==> src/rtl/midi_note_parser.sv <==
// MIDI byte parser: synchronizes the EXT_CLK byte strobe, decodes Note On/Off
// with running status, and drives note event pulses plus a last-note gate.
module midi_note_parser #(
    parameter bit         OMNI    = 1'b1,
    parameter logic [3:0] CHANNEL = 4'd0
) (
    input  logic       CLK_24MHZ,
    input  logic       RST,
    input  logic       EXT_CLK,
    input  logic [7:0] data_pins_i,
    output logic       note_on_o,
    output logic       note_off_o,
    output logic [3:0] channel_o,
    output logic [6:0] note_o,
    output logic [6:0] velocity_o,
    output logic       gate_o,
    output logic [6:0] held_note_o
);

    localparam int unsigned CHAN_W = 4;
    localparam int unsigned NOTE_W = 7;

    typedef enum logic [1:0] {
        IDLE    = 2'd0,
        WAIT_D1 = 2'd1,
        WAIT_D2 = 2'd2
    } state_t;

    state_t              state_q, state_d;
    logic                sync1_q, sync2_q, edge_q;
    logic [7:0]          rs_q, rs_d;
    logic [NOTE_W-1:0]   d1_q, d1_d;
    logic                note_on_q, note_on_d;
    logic                note_off_q, note_off_d;
    logic [CHAN_W-1:0]   channel_q, channel_d;
    logic [NOTE_W-1:0]   note_q, note_d;
    logic [NOTE_W-1:0]   velocity_q, velocity_d;
    logic                gate_q, gate_d;
    logic [NOTE_W-1:0]   held_q, held_d;
    logic                byte_stb;
    logic                chan_ok;

    always_ff @(posedge CLK_24MHZ or posedge RST) begin
        if (RST) begin
            sync1_q    <= 1'b0;
            sync2_q    <= 1'b0;
            edge_q     <= 1'b0;
            state_q    <= IDLE;
            rs_q       <= 8'h00;
            d1_q       <= '0;
            note_on_q  <= 1'b0;
            note_off_q <= 1'b0;
            channel_q  <= '0;
            note_q     <= '0;
            velocity_q <= '0;
            gate_q     <= 1'b0;
            held_q     <= '0;
        end else begin
            sync1_q    <= EXT_CLK;
            sync2_q    <= sync1_q;
            edge_q     <= sync2_q;
            state_q    <= state_d;
            rs_q       <= rs_d;
            d1_q       <= d1_d;
            note_on_q  <= note_on_d;
            note_off_q <= note_off_d;
            channel_q  <= channel_d;
            note_q     <= note_d;
            velocity_q <= velocity_d;
            gate_q     <= gate_d;
            held_q     <= held_d;
        end
    end

    // Falling edge of the synchronized strobe lands mid data-valid window.
    assign byte_stb = edge_q & ~sync2_q;
    assign chan_ok  = OMNI || (rs_q[3:0] == CHANNEL);

    always_comb begin
        state_d    = state_q;
        rs_d       = rs_q;
        d1_d       = d1_q;
        note_on_d  = 1'b0;
        note_off_d = 1'b0;
        channel_d  = channel_q;
        note_d     = note_q;
        velocity_d = velocity_q;
        gate_d     = gate_q;
        held_d     = held_q;
        if (byte_stb) begin
            if (data_pins_i[7:3] == 5'b11111) begin
                state_d = state_q;
            end else if (data_pins_i[7:4] == 4'hF) begin
                rs_d    = 8'h00;
                state_d = IDLE;
            end else if (data_pins_i[7]) begin
                rs_d    = data_pins_i;
                state_d = WAIT_D1;
            end else begin
                case (state_q)
                    WAIT_D1: begin
                        // Program change / channel pressure carry a single data byte.
                        if (rs_q[7:5] != 3'b110) begin
                            d1_d    = data_pins_i[6:0];
                            state_d = WAIT_D2;
                        end
                    end
                    WAIT_D2: begin
                        state_d = WAIT_D1;
                        if ((rs_q[7:5] == 3'b100) && chan_ok) begin
                            channel_d  = rs_q[3:0];
                            note_d     = d1_q;
                            velocity_d = data_pins_i[6:0];
                            if (rs_q[4] && (data_pins_i[6:0] != 7'd0)) begin
                                note_on_d = 1'b1;
                                gate_d    = 1'b1;
                                held_d    = d1_q;
                            end else begin
                                note_off_d = 1'b1;
                                if (gate_q && (d1_q == held_q)) begin
                                    gate_d = 1'b0;
                                end
                            end
                        end
                    end
                    default: state_d = state_q;
                endcase
            end
        end
    end

    assign note_on_o   = note_on_q;
    assign note_off_o  = note_off_q;
    assign channel_o   = channel_q;
    assign note_o      = note_q;
    assign velocity_o  = velocity_q;
    assign gate_o      = gate_q;
    assign held_note_o = held_q;

endmodule

==> config.mk <==
export PLATFORM = sky130hd
export DESIGN_NAME = midi_note_parser
export DESIGN_NICKNAME = d
export VERILOG_FILES = /design/src/rtl/midi_note_parser.sv
export SDC_FILE = /design/constraint.sdc
export NUM_CORES = 1
export LEC_CHECK = 0
export BUFFER_PORTS_ARGS = -buffer_cell sky130_fd_sc_hd__buf_2
export CORE_ASPECT_RATIO = 0.5
export CORE_MARGIN = 2
export CORE_UTILIZATION = 39
export DETAILED_ROUTE_END_ITERATION = 16
export GPL_TIMING_DRIVEN = 0
export PLACE_DENSITY = 0.69
export RECOVER_POWER = 100
export SETUP_SLACK_MARGIN = 0.02
export SLEW_MARGIN = 5
export SYNTH_ARGS = -nofsm -noshare
export SYNTH_HDL_FRONTEND = slang
export SYNTH_SLANG_ARGS = --single-unit
==> constraint.sdc <==
create_clock -name CLK_24MHZ -period 1.7 [get_ports CLK_24MHZ]
set_input_delay 0.34 -clock CLK_24MHZ [delete_from_list [all_inputs] [get_ports CLK_24MHZ]]
set_output_delay 0.34 -clock CLK_24MHZ [all_outputs]
set_load 0.01 [all_outputs]
=== Word-level counts from Yosys, hierarchy flattened ===
Index checks and enable logic that the tools add are counted.

* Word-level logic and storage cells: 60
* Bits in registers: 48

* Reduce and logical (&&, ||, !) cells: 12
* Bitwise gates (word level): 5
* Equal/unequal tests: 8
* Multiplexer cells: 22

{| class="wikitable"
|+ Operators by type and width
! operator !! number
|-
| 2-to-1 mux 1 bit || 16
|-
| 2-to-1 mux 8 bit || 2
|-
| AND reduction 7 bit || 2
|-
| AND reduction 6 bit || 2
|-
| == test 7 bit || 1
|-
| nonzero test 7 bit || 1
|-
| 2-to-1 mux 2 bit || 3
|-
| == test 5 bit (second input constant) || 1
|-
| == test 4 bit (second input constant) || 1
|-
| != test 4 bit (second input constant) || 1
|-
| inverter 1 bit || 4
|-
| one-hot mux 2 bit (2 select lines) || 1
|-
| AND reduction 4 bit || 1
|-
| nonzero test 2 bit || 2
|-
| nonzero test 4 bit || 1
|-
| == test 3 bit (second input constant) || 1
|-
| != test 3 bit (second input constant) || 1
|-
| AND reduction 3 bit || 1
|-
| == test 2 x 1 -> 1 bit (second input constant) || 1
|-
| == test 2 bit (second input constant) || 1
|-
| logical AND 1 bit || 2
|-
| AND 1 bit || 1
|}

=== Depth between registers and ports, before layout ===
Gate-level depths: netlist of run 1.

* Depth after elaboration: 9
* Gate-level depth with buffers: 7
* Mapped depth without buffers: 6

=== Least setup slack after synthesis of run 1 ===
OpenSTA, ideal clock, no wires.

* Path type: register -> register
* From: register state_q[0]
* To: register channel_q[0], in the netlist channel_o[0]
* Cell stages (with the launch flop): 7
* Period minus slack after synthesis: 1,529 ps
* Path slack: 171 ps
* Setup time: 125 ps
* Data required time: 1,575 ps
* Arrival: 1,405 ps
* Path through: dfrtp_1 > inv_1 > ha_1 > and4bb_2 > nand2_1 > buf_2 > mux2_2

* Longest elaborated chain between the ends: 2

{| class="wikitable"
|+ RTL lines
! what !! RTL line !! source
|-
| start: declaration || 29 || <nowiki>state_t state_q, state_d;</nowiki>
|-
| start signal: assignment || 62 || <nowiki>state_q <= state_d;</nowiki>
|-
| == test 2 bit || 100 || <nowiki>case (state_q)</nowiki>
|-
| AND reduction 6 bit (no source line) || n/a ||
|-
| end signal: assignment || 67 || <nowiki>channel_q <= channel_d;</nowiki>
|-
| end: declaration || 35 || <nowiki>logic [CHAN_W-1:0] channel_q, channel_d;</nowiki>
|}

Every way passes these cells.
A chain may end at the register's enable or synchronous reset.

=== Worst setup path in the final report of run 1 ===
* From: register state_q[0]
* To: register held_q[6], in the netlist held_note_o[6]

* Longest elaborated chain between the ends: 2

{| class="wikitable"
|+ RTL lines
! what !! RTL line !! source
|-
| == test 2 bit || 100 ||
|-
| AND reduction 7 bit (no source line) || n/a ||
|-
| end signal: assignment || 71 || <nowiki>held_q <= held_d;</nowiki>
|-
| end: declaration || 39 || <nowiki>logic [NOTE_W-1:0] held_q, held_d;</nowiki>
|}

Every way passes these cells.

==> impl_metrics.py, run 1 <==
metrics = {
    "route": {
        "post-route-drc-count": 0,
        "vias": 1221,
        "dr.pass1.iters": 4,
        "drt-initial-drc-count": 113,
        "detail-route-antenna-nets": 0,
        "via_per_inst": 5.02,
        "routed_wl_mm": 3.84,
        "wl_per_cell_um": 15.8,
    },
    "timing": {
        "layout_worst_path_cycle_share_pct": 96.6,
        "min_period_ps": 1640,
        "fin_ws_ps": 58.1,
        "tns_ps": 0,
        "rsz0062_at_grt": "true",
        "finalSetupViolations": 0,
        "hold_viol": 0,
        "final_max_slew_viol_count": 0,
        "final.setup_skew_ps": 8.63,
        "fmax_mhz": 609,
        "relSlewSlack_pct": 64.4,
        "tightestPinTransition_ps": 532,
    },
    "synth": {
        "syn-cell-area_um2": 1920,
        "synth.avg_cell_area_um2": 15.0,
        "ys_seq_area_share_pct": 62.5,
        "netlist_instances": 128,
        "synth.ff_latch_count": 48,
        "synth_cell_types": 27,
        "netlist.area_leader.share_pct": 62.5,
        "synthTopCellsByArea": "dfrtp_1 63%, mux2_2 19%, xnor2_1 3.2%",
        "yosys.area.top_type": "dfrtp_1",
        "ys_warn_count": 0,
        "synth_fp_nets": 141,
    },
    "worst_setup_path": {
        "cp.arrival_ps": 1820,
        "endpoint_kind": "register",
        "start_kind": "register",
        "rr_startpoint": "state_q[0]",
        "critPathRequiredTime_ps": 1870,
        "reg2reg_depth": 5,
        "worstPathMaxFanout": 9,
        "criticalPathCategory": "reg -> reg",
        "critPathLaunch": "state_q[0]",
        "critPathCapture": "held_note_o[6]",
        "rr_endpoint": "held_note_o[6]",
        "r2r_slack_ps": 60,
    },
    "clocking": {
        "cts_setup_buffers": 0,
        "path_clk_slew_ps": 80,
        "cts.path.max_buffers": 2,
        "htreeDepth": 2,
        "root_buffer": "clkbuf_8",
        "clock_latency_ps": 290,
        "cts_tree": "built",
        "cts_buffers": 5,
        "clock-sinks": 48,
    },
    "power_and_ir_drop": {
        "ir_drop_v": 0.000468,
        "switching_share_pct": 30.6,
        "internal-power_mw": 2.12,
        "powerDensity_nw_per_um2": 1310,
        "p_comb_share_pct": 25.2,
        "clkPwrFrac_pct": 20.8,
        "seqPwrFrac_pct": 54.0,
        "p_sw_mw": 0.934,
        "leakagePower_nw": 1.14,
    },
    "place": {
        "gp_congestion": 0.737,
        "dpl.hpwl_mm": 2.63,
        "portBuffers": 38,
        "dp.cells": 233,
        "dp_slack_ps": -48.4,
    },
    "final_layout": {
        "finalNonFillerCells": 243,
        "syn2layout_area_growth_pct": 21.8,
        "insertedDiodeCount": 0,
        "drive_above_1_share_pct": 38.4,
        "fin_nets": 190,
    },
    "global_routing": {
        "overflow": 0,
        "grt_pass1_vias": 1179,
        "gr-usage-all-layers_pct": 15.4,
        "grt_max_degree": 37,
        "antenna_found_initial": 0,
        "grt_pass1_wl_mm": 6.13,
    },
    "run": {
        "cap_violations": 0,
    },
    "floorplan": {
        "fp.coreArea_um2": 4570,
        "dieHeight_um": 53.6,
        "ios": 39,
        "die_area_um2": 5540,
        "initial_core_util_pct": 42.0,
        "die_width_um": 103,
        "std_cell_rows": 17,
    },
    "hold_path": {
        "min_path_cells": 1,
        "worstHoldPathType": "in -> reg",
    },
    "status": {
        "status": "finished clean",
    },
}
==> power groups by stage <==
stage,combinational [mW],sequential [mW],clock [mW]
after global placement,0.747,1.65,0
final,0.770,1.65,0.634
after detailed placement,0.770,1.67,0
after CTS,0.779,1.65,0.654
after floorplan,0.438,1.70,0
after global routing,0.853,1.70,0.705
==> cell usage in the layout (no fill, tap or decap), types with 2 or more instances in the layout <==
cell,n
buf_4,2
nand3b_1,2
a21oi_1,2
nor2_1,2
buf_6,2
mux2_1,2
mux2_2,32
a22o_1,6
clkbuf_8,5
dfrtp_1,48
xnor2_1,7
clkbuf_1,22
nand2_1,2
inv_1,4
buf_2,17
==> Yosys cell counts <==
master    count
a21boi_1      1
a21o_1        1
a21o_2        1
a21oi_1       2
a22o_1        6
and3_1        1
and4bb_2      1
buf_2         2
dfrtp_1      48
ha_1          2
inv_1         4
mux2_1        2
mux2_2       32
nand2_1       3
nand3_1       2
nand3b_1      2
nand4_1       1
nand4_2       1
nand4b_1      1
nor2_1        2
nor3_1        1
nor3b_2       1
nor4_1        1
nor4b_1       1
o22a_1        1
o31ai_1       1
xnor2_1       7
==> worst min path at each step <==
stage	startpoint	end	slack, ps
after global routing	EXT_CLK	sync1_q	130
final	EXT_CLK	sync1_q	140
after CTS	EXT_CLK	sync1_q	140
after floorplan	sync1_q	sync2_q	330
after detailed placement	RST	rs_q[2]	300
after global placement	sync1_q	sync2_q	330
==> critical path: stages (launching register included) <==
cell	delay [ps]
dfrtp_1	410
inv_1	70
ha_2	180
and4bb_2	300
nand4_4	210
mux2_2	350
==> state kept, by name (all words and copies together), names as in the netlist <==
name,count
channel_o,4
d1_q,7
edge_q,1
gate_o,1
held_note_o,7
note_o,7
note_off_o,1
note_on_o,1
rs_q,8
state_q,2
sync1_q,1
sync2_q,1
velocity_o,7
==> per-layer routing <==
metal	up-vias	global-route usage, %	share of wire, %
met3	8	3.77	3.7
met5	-	0	0
li1	555	-	-
met4	0	6.58	1.5
met2	24	22.2	45
met1	634	22.5	50
==> through the flow <==
stage                     hold WS [ps]  area, um2  util (%)  power [mW]
after floorplan                    331       1920         -        2.14
after global placement             333       2190      48.0        2.40
after detailed placement           301       2210      48.4        2.44
after CTS                          140       2310      50.6        3.08
after global routing               132       2340      51.2        3.26
final                              143       2340      51.2        3.06
==> cells by family (layout without fill, tap and decap cells) <==
kind of cell	count (synthesis)	in the layout	synth area share [%]
AOI/OAI and AO/OA	13	13	5.34
xor gates and xnor gates	7	7	3.19
adders and majority gates	2	2	1.30
buffers and inverters	6	55	1.30
DFF	48	48	62.5
muxes	34	34	19.9
and+or+nand+nor	18	18	6.38
==> area by class of cell <==
type / instances / area, um2
Fill cell: 411 / 2230
Sequential cell: 48 / 1200
Multi-Input combinational cell: 74 / 732
Timing Repair Buffer: 42 / 209
Tap cell: 66 / 82.6
Clock buffer: 6 / 72.6
Buffer: 2 / 22.5
Inverter: 4 / 15.0
Clock inverter: 1 / 5.00
==> timing repair <==
item,CTS,global route
gates cloned,0,2
pin swaps,0,2
hold buffers,1,0
endpoints found under the setup margin,25,29
resized for setup,3,12
endpoints found under the hold margin,12,0
Note: power is estimated with default switching activity, not from simulation.
==> run 2, diff against run 1 <==
--- a/config.mk
+++ b/config.mk
@@ -5,13 +5,13 @@
 export SDC_FILE = /design/constraint.sdc
 export NUM_CORES = 1
 export LEC_CHECK = 0
-export BUFFER_PORTS_ARGS = -buffer_cell sky130_fd_sc_hd__buf_2
+export BUFFER_PORTS_ARGS = -buffer_cell sky130_fd_sc_hd__buf_4
 export CORE_ASPECT_RATIO = 0.5
 export CORE_MARGIN = 2
 export CORE_UTILIZATION = 39
 export DETAILED_ROUTE_END_ITERATION = 16
 export GPL_TIMING_DRIVEN = 0
-export PLACE_DENSITY = 0.69
+export PLACE_DENSITY = 0.71
 export RECOVER_POWER = 100
 export SETUP_SLACK_MARGIN = 0.02
 export SLEW_MARGIN = 5
==> constraint.sdc (replaced) <==
create_clock -name CLK_24MHZ -period 1.45 [get_ports CLK_24MHZ]
set_input_delay 0.29 -clock CLK_24MHZ [delete_from_list [all_inputs] [get_ports CLK_24MHZ]]
set_output_delay 0.29 -clock CLK_24MHZ [all_outputs]
set_load 0.01 [all_outputs]
==> impl_metrics.py, run 2 (same netlist as run 1, synthesis figures left out) <==
metrics = {
    "clocking": {
        "cts.path.max_buffers": 2,
        "path_clk_slew_ps": 80,
        "cts_tree": "built",
        "clock-sinks": 48,
        "clock_latency_ps": 300,
        "htreeDepth": 2,
        "cts_buffers": 5,
        "postCtsHoldBufs": 0,
        "root_buffer": "clkbuf_8",
    },
    "place": {
        "portBuffers": 38,
        "dpl.hpwl_mm": 2.55,
        "gp_congestion": 0.732,
    },
    "global_routing": {
        "overflow": 0,
        "grt_pass1_wl_mm": 6.62,
        "grt_pass1_vias": 1243,
        "grt_max_degree": 49,
        "antenna_found_initial": 0,
        "gr-usage-all-layers_pct": 17.0,
    },
    "final_layout": {
        "syn2layout_area_growth_pct": 32.1,
        "final_common_cell": "dfrtp_1",
        "drive_above_1_share_pct": 40.5,
        "insertedDiodeCount": 0,
        "fin_nets": 197,
        "regMostFlops": "rs_q",
        "final_util_pct": 55.5,
        "largest_reg_flops": 8,
        "nFillCells": 393,
        "final_cell_mix": "48 x dfrtp_1, 32 x mux2_2, 31 x clkbuf_1, 14 x buf_4, 7 x xnor2_1",
    },
    "run": {
        "cap_violations": 0,
    },
    "power_and_ir_drop": {
        "clkPwrFrac_pct": 23.6,
        "internal-power_mw": 2.77,
        "switching_share_pct": 30.1,
        "ir_drop_v": 0.000584,
        "p_sw_mw": 1.19,
        "seqPwrFrac_pct": 49.1,
        "p_comb_share_pct": 27.2,
        "leakagePower_nw": 1.17,
        "powerDensity_nw_per_um2": 1560,
    },
    "route": {
        "post-route-drc-count": 0,
        "detail-route-antenna-nets": 0,
        "dr.pass1.iters": 4,
        "wl_per_cell_um": 16.8,
        "vias": 1249,
        "via_per_inst": 4.98,
        "drt-initial-drc-count": 76,
        "routed_wl_mm": 4.21,
    },
    "worst_setup_path": {
        "worstPathMaxFanout": 5,
        "r2r_slack_ps": -80,
        "cp.arrival_ps": 1710,
        "endpoint_kind": "register",
        "start_kind": "register",
        "rr_startpoint": "state_q[1]",
        "criticalPathCategory": "reg -> reg",
        "rr_endpoint": "channel_o[0]",
        "critPathRequiredTime_ps": 1630,
        "reg2reg_depth": 5,
    },
    "timing": {
        "fmax_mhz": 656,
        "layout_worst_path_cycle_share_pct": 105,
        "hold_viol": 0,
        "finalSetupViolations": 28,
        "rsz0062_at_grt": "true",
        "final_max_slew_viol_count": 0,
        "tns_ps": -1560,
        "min_period_ps": 1530,
        "tightestPinTransition_ps": 995,
        "final.setup_skew_ps": 7.85,
        "fin_ws_ps": -75.1,
        "relSlewSlack_pct": 33.5,
    },
    "floorplan": {
        "fp.coreArea_um2": 4570,
        "initial_core_util_pct": 42.0,
        "die_width_um": 103,
        "ios": 39,
        "dieHeight_um": 53.6,
        "die_area_um2": 5540,
        "std_cell_rows": 17,
    },
    "hold_path": {
        "holdCritStartpoint": "EXT_CLK",
        "worstHoldPathType": "in -> reg",
        "hold_end": "sync1_q",
        "min_path_cells": 1,
    },
    "status": {
        "violations": "setup timing",
        "status": "complete, but fails checks",
    },
}
## run 2: cell type report
type | count | area (um2) | area share [%]
plain buffers | 2 | 26.3 | 1.04
clock buffers | 6 | 72.6 | 2.86
clock inverters | 2 | 35.0 | 1.38
inverters | 4 | 18.8 | 0.740
multi-input cells | 75 | 825 | 32.5
flip-flops and latches | 48 | 1200 | 47.4
well taps | 66 | 82.6 | 3.26
repair buffers | 48 | 275 | 10.9
## run 2: critical path, cell delays in order (launching register included)
cell	delay, ps
dfrtp_1	420
ha_4	180
and4bb_4	240
nand2_8	110
buf_8	130
mux2_2	330
## run 2: worst max path at each step
stage,startpoint,cells after the start,to
global placement,state_q[0],5,held_note_o[0]
floorplan,state_q[0],5,held_note_o[0]
finish,state_q[1],5,channel_o[0]
CTS,state_q[1],5,velocity_o[2]
detailed placement,state_q[0],5,held_note_o[1]
global route,state_q[1],5,note_o[4]
## run 2: what timing repair did
| action | in CTS | in global routing |
|---|---|---|
| resized for setup | 20 | 4 |
| setup endpoints to repair | 36 | 32 |
| gates cloned | 3 | 0 |
| setup buffers | 5 | 3 |
| pin swaps | 6 | 4 |
## run 2: metal layers
layer | vias to the layer above | GRT usage (%) | wire length, um
li1 | 578 | - | -
met1 | 639 | 22.7 | 1960
met2 | 26 | 26.4 | 2030
met3 | 6 | 4.29 | 162
met4 | 0 | 8.33 | 58
met5 | - | 0 | 0
## run 2: power by group through the flow
| stage | Clock, mW | Sequential (mW) | Combinational [mW] |
|---|---|---|---|
| detailed placement | 0 | 1.96 | 1.01 |
| floorplan | 0 | 1.99 | 0.527 |
| global placement | 0 | 1.94 | 0.989 |
| CTS | 0.954 | 1.95 | 1.17 |
| finish | 0.937 | 1.95 | 1.08 |
| global route | 1.02 | 2.00 | 1.18 |
## run 2: through the flow
stage	worst slack, ps	instances	hold slack, ps	instance area (um2)	total power, mW
after floorplan	-24.6	128	320	1950	2.52
after global placement	-239	232	331	2310	2.93
after detailed placement	-288	232	345	2310	2.97
after CTS	-85.4	248	92.9	2600	4.07
after global routing	-123	251	107	2540	4.21
final	-75.1	251	122	2540	3.97
